===== src/rtl/dmem_bridge_pkg.sv =====
// Shared definitions for the data-memory bridge.
//   DATA_W      : CPU/bus data width
//   SZ_*        : access size encodings (2'b11 is folded onto word)
//   state_e     : bridge FSM states
//   norm_size() : maps the reserved size code onto word
package dmem_bridge_pkg;

  localparam int unsigned DATA_W = 32;

  localparam logic [1:0] SZ_BYTE = 2'b00;
  localparam logic [1:0] SZ_HALF = 2'b01;
  localparam logic [1:0] SZ_WORD = 2'b10;

  typedef enum logic [1:0] {
    ST_IDLE,
    ST_REQ,
    ST_WAIT,
    ST_DONE
  } state_e;

  function automatic logic [1:0] norm_size(input logic [1:0] s);
    return (s == 2'b11) ? SZ_WORD : s;
  endfunction

endpackage


===== src/rtl/dmem_bridge_if.sv =====
// SRAM-like split-handshake data bus.
//   master (bridge): req, wr, size, addr, wdata, wstrb out; addr_ok, data_ok, rdata in
//   slave  (memory): the reverse directions
interface dmem_bridge_if #(
  parameter int unsigned ADDR_W = 32
);
  import dmem_bridge_pkg::*;

  logic              req;
  logic              wr;
  logic [1:0]        size;
  logic [ADDR_W-1:0] addr;
  logic [DATA_W-1:0] wdata;
  logic [3:0]        wstrb;
  logic              addr_ok;
  logic              data_ok;
  logic [DATA_W-1:0] rdata;

  modport master (
    output req, wr, size, addr, wdata, wstrb,
    input  addr_ok, data_ok, rdata
  );

  modport slave (
    input  req, wr, size, addr, wdata, wstrb,
    output addr_ok, data_ok, rdata
  );

endinterface


===== src/rtl/dmem_bridge_mem_lane.sv =====
// Byte-lane steering for the data-memory bridge (purely combinational).
//   addr_lo   : address bits [1:0]
//   size      : normalised access size
//   sign      : sign-extend byte/half loads
//   is_store  : strobes are zero for loads
//   wdata_in  : right-aligned store data  -> wdata_out : lane-replicated store data
//   rdata_in  : raw bus read data         -> rdata_out : extracted, extended load data
//   wstrb     : byte strobes
module dmem_bridge_mem_lane
  import dmem_bridge_pkg::*;
(
  input  logic [1:0]        addr_lo,
  input  logic [1:0]        size,
  input  logic              sign,
  input  logic              is_store,
  input  logic [DATA_W-1:0] wdata_in,
  input  logic [DATA_W-1:0] rdata_in,
  output logic [3:0]        wstrb,
  output logic [DATA_W-1:0] wdata_out,
  output logic [DATA_W-1:0] rdata_out
);

  logic [7:0]  rd_byte;
  logic [15:0] rd_half;

  always_comb begin
    case (addr_lo)
      2'd0:    rd_byte = rdata_in[7:0];
      2'd1:    rd_byte = rdata_in[15:8];
      2'd2:    rd_byte = rdata_in[23:16];
      default: rd_byte = rdata_in[31:24];
    endcase
    rd_half = addr_lo[1] ? rdata_in[31:16] : rdata_in[15:0];
  end

  always_comb begin
    wstrb     = '0;
    wdata_out = wdata_in;
    rdata_out = rdata_in;
    case (size)
      SZ_BYTE: begin
        wstrb     = 4'b0001 << addr_lo;
        wdata_out = {4{wdata_in[7:0]}};
        rdata_out = {{24{sign & rd_byte[7]}}, rd_byte};
      end
      SZ_HALF: begin
        wstrb     = 4'b0011 << addr_lo;
        wdata_out = {2{wdata_in[15:0]}};
        rdata_out = {{16{sign & rd_half[15]}}, rd_half};
      end
      default: begin
        wstrb     = 4'b1111;
        wdata_out = wdata_in;
        rdata_out = rdata_in;
      end
    endcase
    if (!is_store) begin
      wstrb = '0;
    end
  end

endmodule


===== src/rtl/dmem_bridge.sv =====
// Memory-stage bridge: turns one M-stage request into one split-handshake
// bus transaction, stalls the pipeline meanwhile and returns load data.
//   clk, rst         : clock, asynchronous active-low reset
//   memenM/memwriteM : access valid / store
//   sizeM, loadsignM : access size, sign-extend loads
//   addrM, wdataM    : effective address, right-aligned store data
//   flushM, advM     : M stage killed / M stage advances
//   rdataM           : extended load result (registered)
//   stallM           : memory stall request
//   adelM/adesM      : misaligned load / store (combinational)
//   bus              : master side of the data bus
module dmem_bridge
  import dmem_bridge_pkg::*;
#(
  parameter int unsigned ADDR_W = 32
) (
  input  logic              clk,
  input  logic              rst,
  input  logic              memenM,
  input  logic              memwriteM,
  input  logic [1:0]        sizeM,
  input  logic              loadsignM,
  input  logic [ADDR_W-1:0] addrM,
  input  logic [DATA_W-1:0] wdataM,
  input  logic              flushM,
  input  logic              advM,
  output logic [DATA_W-1:0] rdataM,
  output logic              stallM,
  output logic              adelM,
  output logic              adesM,
  dmem_bridge_if.master     bus
);

  state_e            state_q, state_d;
  logic              req_q, req_d;
  logic              wr_q, wr_d;
  logic [1:0]        size_q, size_d;
  logic              sign_q, sign_d;
  logic [ADDR_W-1:0] addr_q, addr_d;
  logic [DATA_W-1:0] wdata_q, wdata_d;
  logic [3:0]        wstrb_q, wstrb_d;
  logic [DATA_W-1:0] rdata_q, rdata_d;
  logic              cancel_q, cancel_d;

  logic [1:0]        size_n;
  logic              misaligned;
  logic              new_req;
  logic              cancel_now;
  logic              stall_c;
  logic              in_idle;
  logic [3:0]        lane_wstrb;
  logic [DATA_W-1:0] lane_wdata;
  logic [DATA_W-1:0] lane_rdata;

  assign size_n     = norm_size(sizeM);
  assign misaligned = ((size_n == SZ_HALF) && addrM[0]) ||
                      ((size_n == SZ_WORD) && (addrM[1:0] != 2'b00));
  assign adelM      = memenM & ~memwriteM & misaligned;
  assign adesM      = memenM &  memwriteM & misaligned;
  assign new_req    = memenM & ~flushM & ~misaligned;
  assign cancel_now = cancel_q | flushM;
  assign in_idle    = (state_q == ST_IDLE);

  // One lane block serves both directions: at issue it steers store data
  // from the live M-stage inputs, afterwards it extracts load data using
  // the request fields latched at issue.
  dmem_bridge_mem_lane u_lane (
    .addr_lo   (in_idle ? addrM[1:0] : addr_q[1:0]),
    .size      (in_idle ? size_n : size_q),
    .sign      (sign_q),
    .is_store  (memwriteM),
    .wdata_in  (wdataM),
    .rdata_in  (bus.rdata),
    .wstrb     (lane_wstrb),
    .wdata_out (lane_wdata),
    .rdata_out (lane_rdata)
  );

  always_comb begin
    state_d  = state_q;
    req_d    = req_q;
    wr_d     = wr_q;
    size_d   = size_q;
    sign_d   = sign_q;
    addr_d   = addr_q;
    wdata_d  = wdata_q;
    wstrb_d  = wstrb_q;
    rdata_d  = rdata_q;
    cancel_d = cancel_q;
    stall_c  = 1'b0;
    case (state_q)
      ST_IDLE: begin
        cancel_d = 1'b0;
        if (new_req) begin
          stall_c = 1'b1;
          req_d   = 1'b1;
          wr_d    = memwriteM;
          size_d  = size_n;
          sign_d  = loadsignM;
          addr_d  = addrM;
          wdata_d = lane_wdata;
          wstrb_d = lane_wstrb;
          state_d = ST_REQ;
        end
      end
      ST_REQ, ST_WAIT: begin
        // Once cancelled, the stall only reflects a new request that has
        // to wait for the committed transaction to drain.
        stall_c = cancel_now ? new_req : 1'b1;
        if (flushM) begin
          cancel_d = 1'b1;
        end
        if ((state_q == ST_REQ) && bus.addr_ok) begin
          req_d   = 1'b0;
          state_d = ST_WAIT;
        end
        if (bus.data_ok && ((state_q == ST_WAIT) || bus.addr_ok)) begin
          if (cancel_now) begin
            state_d = ST_IDLE;
          end else begin
            state_d = ST_DONE;
            if (!wr_q) begin
              rdata_d = lane_rdata;
            end
          end
        end
      end
      ST_DONE: begin
        if (flushM || advM) begin
          state_d = ST_IDLE;
        end
      end
      default: state_d = ST_IDLE;
    endcase
  end

  always_ff @(posedge clk or negedge rst) begin
    if (!rst) begin
      state_q  <= ST_IDLE;
      req_q    <= 1'b0;
      wr_q     <= 1'b0;
      size_q   <= '0;
      sign_q   <= 1'b0;
      addr_q   <= '0;
      wdata_q  <= '0;
      wstrb_q  <= '0;
      rdata_q  <= '0;
      cancel_q <= 1'b0;
    end else begin
      state_q  <= state_d;
      req_q    <= req_d;
      wr_q     <= wr_d;
      size_q   <= size_d;
      sign_q   <= sign_d;
      addr_q   <= addr_d;
      wdata_q  <= wdata_d;
      wstrb_q  <= wstrb_d;
      rdata_q  <= rdata_d;
      cancel_q <= cancel_d;
    end
  end

  // Gated so the stall also reads zero while reset is held with memenM high.
  assign stallM    = stall_c & rst;
  assign rdataM    = rdata_q;
  assign bus.req   = req_q;
  assign bus.wr    = wr_q;
  assign bus.size  = size_q;
  assign bus.addr  = addr_q;
  assign bus.wdata = wdata_q;
  assign bus.wstrb = wstrb_q;

endmodule


===== src/flat_wrapper.sv =====
// flat-port wrapper written by rule: the top's interface ports become plain ports
module dmem_bridge_flat import dmem_bridge_pkg::*;
#(
  parameter int unsigned ADDR_W = 32
)
  (clk, rst, memenM, memwriteM, sizeM, loadsignM, addrM, wdataM, flushM, advM, rdataM, stallM, adelM, adesM, bus_req, bus_wr, bus_size, bus_addr, bus_wdata, bus_wstrb, bus_addr_ok, bus_data_ok, bus_rdata);
  dmem_bridge_if #(.ADDR_W(ADDR_W)) bus_i ();
  input  logic clk;
  input  logic rst;
  input  logic memenM;
  input  logic memwriteM;
  input  logic [1:0] sizeM;
  input  logic loadsignM;
  input  logic [ADDR_W-1:0] addrM;
  input  logic [DATA_W-1:0] wdataM;
  input  logic flushM;
  input  logic advM;
  output logic [DATA_W-1:0] rdataM;
  output logic stallM;
  output logic adelM;
  output logic adesM;
  output wire logic [$bits(bus_i.req)-1:0] bus_req;
  output wire logic [$bits(bus_i.wr)-1:0] bus_wr;
  output wire logic [$bits(bus_i.size)-1:0] bus_size;
  output wire logic [$bits(bus_i.addr)-1:0] bus_addr;
  output wire logic [$bits(bus_i.wdata)-1:0] bus_wdata;
  output wire logic [$bits(bus_i.wstrb)-1:0] bus_wstrb;
  input wire logic [$bits(bus_i.addr_ok)-1:0] bus_addr_ok;
  input wire logic [$bits(bus_i.data_ok)-1:0] bus_data_ok;
  input wire logic [$bits(bus_i.rdata)-1:0] bus_rdata;
  assign bus_req = bus_i.req;
  assign bus_wr = bus_i.wr;
  assign bus_size = bus_i.size;
  assign bus_addr = bus_i.addr;
  assign bus_wdata = bus_i.wdata;
  assign bus_wstrb = bus_i.wstrb;
  assign bus_i.addr_ok = bus_addr_ok;
  assign bus_i.data_ok = bus_data_ok;
  assign bus_i.rdata = bus_rdata;
  dmem_bridge #(.ADDR_W(ADDR_W)) u_core (.clk(clk), .rst(rst), .memenM(memenM), .memwriteM(memwriteM), .sizeM(sizeM), .loadsignM(loadsignM), .addrM(addrM), .wdataM(wdataM), .flushM(flushM), .advM(advM), .rdataM(rdataM), .stallM(stallM), .adelM(adelM), .adesM(adesM), .bus(bus_i));
endmodule

===== config.mk =====
export PLATFORM = sky130hd
export DESIGN_NAME = dmem_bridge_flat
export DESIGN_NICKNAME = d
export VERILOG_FILES = /design/src/rtl/dmem_bridge_pkg.sv /design/src/rtl/dmem_bridge_if.sv /design/src/rtl/dmem_bridge_mem_lane.sv /design/src/rtl/dmem_bridge.sv /design/src/flat_wrapper.sv
export SDC_FILE = /design/constraint.sdc
export NUM_CORES = 1
export LEC_CHECK = 0
export CAP_MARGIN = 15
export CORE_MARGIN = 3
export CORE_UTILIZATION = 40
export CTS_BUF_LIST = sky130_fd_sc_hd__clkbuf_8 sky130_fd_sc_hd__clkbuf_16
export DETAILED_ROUTE_END_ITERATION = 7
export PLACE_DENSITY = 0.77
export SYNTH_ARGS = -nofsm -noshare
export SYNTH_HDL_FRONTEND = slang
export SYNTH_HIERARCHICAL = 1
export SYNTH_SLANG_ARGS = --single-unit

===== constraint.sdc =====
create_clock -name clk -period 2.41 [get_ports clk]
set_input_delay 0.3615 -clock clk [delete_from_list [all_inputs] [get_ports clk]]
set_output_delay 0.3615 -clock clk [all_outputs]
set_load 0.1 [all_outputs]

==> results of run 1 <==
cells by family (layout without fill, tap and decap cells):
family                     after synthesis  in the layout
and+or+nand+nor                        108            108
adders and majority gates                6              6
buffers and inverters                   45            260
DFF                                    108            108
muxes                                  138            138
AOI/OAI and AO/OA                       67             67
state kept, by name (all words and copies together) (netlist names):
signal            count
u_core/bus.req        1
u_core/bus.wdata     32
u_core/state_q        2
u_core/bus.wstrb      4
u_core/sign_q         1
u_core/bus.size       2
u_core/rdataM        32
u_core/cancel_q       1
u_core/bus.wr         1
u_core/bus.addr      32
worst min-delay path by stage:
| stage | startpoint | endpoint | slack [ps] |
|---|---|---|---|
| final | rst | u_core/cancel_q$_DFFE_PN0P_ | 90 |
| after global routing | rst | u_core/cancel_q$_DFFE_PN0P_ | 140 |
| after CTS | rst | u_core/cancel_q$_DFFE_PN0P_ | 110 |
| after detailed placement | rst | u_core/cancel_q$_DFFE_PN0P_ | 480 |
| after global placement | rst | u_core/cancel_q$_DFFE_PN0P_ | 470 |
| after floorplan | rst | u_core/bus.addr[0]$_DFFE_PN0P_ | 70 |
metal layers:
metal / global-route usage / up-vias / routed length, microns
li1: - / 2097 / -
met1: 0.2329 / 2158 / 6106
met2: 0.3413 / 172 / 7693
met3: 0.05146 / 21 / 1097
met4: 0.06447 / 0 / 323
met5: 0 / - / 0
worst max-delay path, cell delays in order:
cell             delay, ps
clkdlybuf4s50_1        540
buf_4                  150
a21o_1                 130
o21ai_0                 90
buf_4                  150
a21oi_1                220
o22ai_4                120
buf_12                 180
cell type report:
type | instances | area [sq um] | share of cell area
Clock buffer | 11 | 252.7 | 0.03129
Clock inverter | 5 | 28.78 | 0.003563
Inverter | 5 | 18.77 | 0.002323
Multi-Input combinational cell | 319 | 2695 | 0.3336
Sequential cell | 108 | 2705 | 0.3349
Tap cell | 176 | 220.2 | 0.02726
Timing Repair Buffer | 239 | 2157 | 0.2670
synthesized netlist by cell type (2+ instances only):
master and n:
mux2i_1 18, o22ai_1 19, o21ai_0 10, nor3b_1 3, clkbuf_1 8, nand2_1 42, mux2_2 113, a21oi_1 9
a221o_1 8, nor2_1 19, nand2b_1 3, buf_4 14, nand3_1 2, inv_1 5, mux2_1 5, dfrtp_1 108
o221ai_1 7, ha_1 6, buf_6 5, nor2b_1 32, buf_2 13, o21a_1 4
placed cells by master (no fill, tap or decap), drive strengths merged, types with 11 or more instances in the layout:
cell type	instances
clkdlybuf4s50	105
mux2	119
dfrtp	108
nand2	42
buf	134
mux2i	18
o22ai	19
o21ai	11
nor2	19
clkbuf	11
nor2b	32
through the flow:
| stage | hold WS, ps | instance area (sq um) |
|---|---|---|
| 3_3_place_gp | 473.6 | 7772 |
| 5_1_grt | 135.1 | 8078 |
| 2_1_floorplan | 65.91 | 5643 |
| 6_report | 89.05 | 8078 |
| 3_5_place_dp | 479.5 | 7772 |
| 4_1_cts | 108.1 | 8058 |
what timing repair did:
| item | CTS | global route |
|---|---|---|
| hold buffers | 0 | 0 |
| gates resized for setup | 2 | 4 |
| setup endpoints to repair | 4 | 26 |
==> flow_summary.yaml, run 1 <==
sta:
  skew_ps: 4.211
  finalMaxSlewViolations: 0
  max_freq_mhz: 436.3
  tightestPinTransition_ps: 875.4
  setup_viol: 0
  relSlewSlack: 0.4164
  finalHoldViolCount: 0
  period_share: 0.9511
  fin_crit_ps: 2292
  setup_slack_ps: 117.7
  grt_setup_unrepaired: "no"
  final.setup.tns_ps: 0
global_routing:
  grt_use_total: 0.1951
  grt_pass1_wl_mm: 25.01
  grt-ovfl-total: 0
  grt_pass1_vias: 4765
  grt_max_degree: 69
  antenna_found_initial: 0
logic_synthesis:
  synth_flop_cell: "dfrtp_1"
  synth_compound_area_frac: 0.08500
  synth_top_area_cell: "dfrtp_1"
  yosys.area_share.simple: 0.09702
  synth_xor_xnor_area_share: 0
  async_flop_share: 1.000
  synth_edf_count: 0
  synth_top_family_by_area: "multiplexers"
  syn_nets: 585
  synthAdderAreaFrac: 0.01335
  syn_area_per_cell_sq_um: 11.91
  ys_types: 41
  synth-seq-cells: 108
  syn_inst: 472
  synthMuxAreaShare: 0.2750
  syn_area_sq_um: 5623
  yosysWarnings: 6
  synth_top_area_frac: 0.4806
  seq_area_frac_synth: 0.4806
  yosys-top-cells-area: "dfrtp_1 48%, mux2_2 23%, nor2b_1 3.6%, mux2i_1 3.2%, nand2_1 2.8%"
routing:
  detail-route-antenna-nets: 0
  drt-total-wl_mm: 15.22
  route.detailed.drc: 0
  drt-initial-drc-count: 221
  via_per_inst: 5.154
  vias: 4448
  wl_per_cell_microns: 17.64
  dr.pass1.iters: 7
finish:
  final_nets: 795
  layout-area-overhead-vs-synth_pct: 43.66
  antenna_cells: 0
  final_util: 0.5981
  fillCellCount: 1115
  drive_above_1_share: 0.4017
  final_cells: 863
floorplanning:
  dieArea_sq_um: 15520
  boundaryPins: 214
  die_x_microns: 124.6
  coreArea_sq_um: 13510
  core.rowCount: 42
  die_y_microns: 124.6
  start_util: 0.4163
worst_hold_path:
  hold_path.class: "in2async"
setup_path:
  critPathCaptureType: "output pin"
  r2r-start: "u_core/state_q[1]$_DFFE_PN0P_"
  r2r_cells: 8
  crit_arrival_ps: 1930
  startpoint_type: "primary input"
  critPathKind: "in2out"
  cp_max_fo: 4
  crit_path_start: "sizeM[1]"
  reg2reg_to: "u_core/rdataM[13]$_DFFE_PN0P_"
  reg2reg_slack_ps: 140
  required_ps: 2050
  crit_path_end: "stallM"
clock_tree:
  cts_buffers: 9
  clk_pin_slew_worst_paths_ps: 70
  clock_latency_ps: 340
  cts_buffer_depth: 2
  tritoncts: "built"
  root_buffer: "clkbuf_16"
  htreeDepth: 3
  clock-sinks: 108
  post_cts_buffers: 0
placed_design:
  hpwlAfterDp_mm: 11.87
  dpl_worst_slack_ps: -14.35
  portBuffers: 213
  gp_routability_congestion: 0.8378
  dp.cells: 847
status:
  outcome: "completed"
job:
  max-cap-violations: 0
Power of run 1 is not shown: default switching activity piles up to over one toggle a cycle in this logic, so the estimate is an artifact.
==> run 2, diff against run 1 <==
--- a/config.mk
+++ b/config.mk
@@ -7,10 +7,10 @@
 export LEC_CHECK = 0
 export CAP_MARGIN = 15
 export CORE_MARGIN = 3
-export CORE_UTILIZATION = 40
+export CORE_UTILIZATION = 45
 export CTS_BUF_LIST = sky130_fd_sc_hd__clkbuf_8 sky130_fd_sc_hd__clkbuf_16
 export DETAILED_ROUTE_END_ITERATION = 7
-export PLACE_DENSITY = 0.77
+export PLACE_DENSITY = 0.82
 export SYNTH_ARGS = -nofsm -noshare
 export SYNTH_HDL_FRONTEND = slang
 export SYNTH_HIERARCHICAL = 1
==> constraint.sdc (replaced) <==
create_clock -name clk -period 2.2 [get_ports clk]
set_input_delay 0.33 -clock clk [delete_from_list [all_inputs] [get_ports clk]]
set_output_delay 0.33 -clock clk [all_outputs]
set_load 0.1 [all_outputs]
==> flow_summary.yaml, run 2 (synthesized netlist as in run 1, its figures left out) <==
status:
  outcome: "completed"
worst_hold_path:
  hold_path.class: "in2async"
setup_path:
  cp_max_fo: 7
  crit_arrival_ps: 2380
  r2r-start: "u_core/state_q[1]$_DFFE_PN0P_"
  startpoint_type: "flop"
  critPathKind: "reg2reg"
  required_ps: 2430
  critPathCaptureType: "flop"
  crit_path_start: "u_core/state_q[1]$_DFFE_PN0P_"
clock_tree:
  root_buffer: "clkbuf_16"
  cts_buffer_depth: 2
  clock_latency_ps: 350
  tritoncts: "built"
  cts_buffers: 9
  clock-sinks: 108
  htreeDepth: 3
  clk_pin_slew_worst_paths_ps: 70
sta:
  relSlewSlack: 0.5266
  setup_viol: 0
  grt_setup_unrepaired: "yes"
  period_share: 0.9773
  max_freq_mhz: 465.1
  finalHoldViolCount: 0
  fin_crit_ps: 2150
  tightestPinTransition_ps: 710.1
  final.setup.tns_ps: 0
  finalMaxSlewViolations: 0
  holdWs_ps: 131.6
  skew_ps: 6.770
routing:
  wl_per_cell_microns: 17.63
  drt-initial-drc-count: 280
  vias: 4547
  detail-route-antenna-nets: 0
  drt-total-wl_mm: 15.30
  via_per_inst: 5.238
  route.detailed.drc: 0
  dr.pass1.iters: 5
floorplanning:
  die_x_microns: 117.8
  boundaryPins: 214
  die_y_microns: 117.8
  start_util: 0.4643
  core.rowCount: 40
  dieArea_sq_um: 13870
  coreArea_sq_um: 12110
finish:
  antenna_cells: 0
  seq_area_sq_um: 2708
  multi_input_area_sq_um: 2769
  layout-area-overhead-vs-synth_pct: 47.11
  final_cells: 868
  final_cell_mix: "138 x buf_4, 105 x clkdlybuf4s50_1, 104 x mux2_2, 104 x dfrtp_1, 42 x nand2_1"
  final_nets: 808
  drive_above_1_share: 0.4357
  fillCellCount: 903
  final_common_cell: "buf_4"
placed_design:
  dp.cells: 850
  hpwlAfterDp_mm: 11.64
  portBuffers: 213
  gp_routability_congestion: 0.7982
job:
  max-cap-violations: 0
global_routing:
  grt_pass1_wl_mm: 24.97
  grt_max_degree: 57
  grt-ovfl-total: 0
  antenna_found_initial: 0
  grt_pass1_vias: 4855
  grt_use_total: 0.2212
[run 2: cell count changes in the layout (fill, tap and decap cells not counted), sizes merged]
cell and delta:
buf +13, bufinv +1, clkbuf -2, clkinv -1, inv +1, clkinvlp +1
[run 2: area by class of cell]
class	count	share of cell area
repair buffers	252	0.2730
multi-input cells	319	0.3347
flip-flops and latches	108	0.3273
well taps	168	0.02541
clock inverters	7	0.009983
inverters	5	0.002269
clock buffers	9	0.02723
[run 2: path summary, 6_finish.rpt]
path                       slack (ps)  cells after the start                        endpoint
max reg2reg                        50                      7    u_core/rdataM[2]$_DFFE_PN0P_
min                               130                      2   u_core/rdataM[25]$_DFFE_PN0P_
max                                50                      7    u_core/rdataM[2]$_DFFE_PN0P_
min in group clk                  510                      1    u_core/rdataM[2]$_DFFE_PN0P_
min reg2reg                       510                      1    u_core/rdataM[2]$_DFFE_PN0P_
max in group asynchronous        1540                      2  u_core/bus.addr[1]$_DFFE_PN0P_
[run 2: per-stage QoR]
| step | instance area (sq um) | setup slack [ps] | util |
|---|---|---|---|
| floorplan | 5728 | -88.61 | - |
| global placement | 7906 | -97.11 | 0.6528 |
| detailed placement | 7906 | -186.3 | 0.6528 |
| CTS | 8223 | 39.01 | 0.6789 |
| global route | 8272 | -27.93 | 0.6830 |
| finish | 8272 | 49.91 | 0.6830 |
[run 2: what timing repair did]
item / CTS / global route
pin swaps: 0 / 1
hold buffers: 0 / 0
setup endpoints to repair: 15 / 29
gates cloned: 0 / 0
gates resized for setup: 4 / 8
setup buffers: 0 / 2
[run 2: critical path, stage by stage (launching register included)]
cell	delay, ps
dfrtp_1	390
inv_2	100
ha_4	180
mux2_2	400
nor2b_2	180
o21bai_2	160
a221o_1	320
mux2_1	290
[run 2: per-layer routing]
metal / GRT usage / part of all wire / vias up
met5: 0 / 0 / -
met4: 0.06886 / 0.015 / 0
met3: 0.07352 / 0.090 / 24
met2: 0.3737 / 0.50 / 203
met1: 0.2684 / 0.40 / 2205
li1: - / - / 2115
Power of run 2 is left out for the same reason.
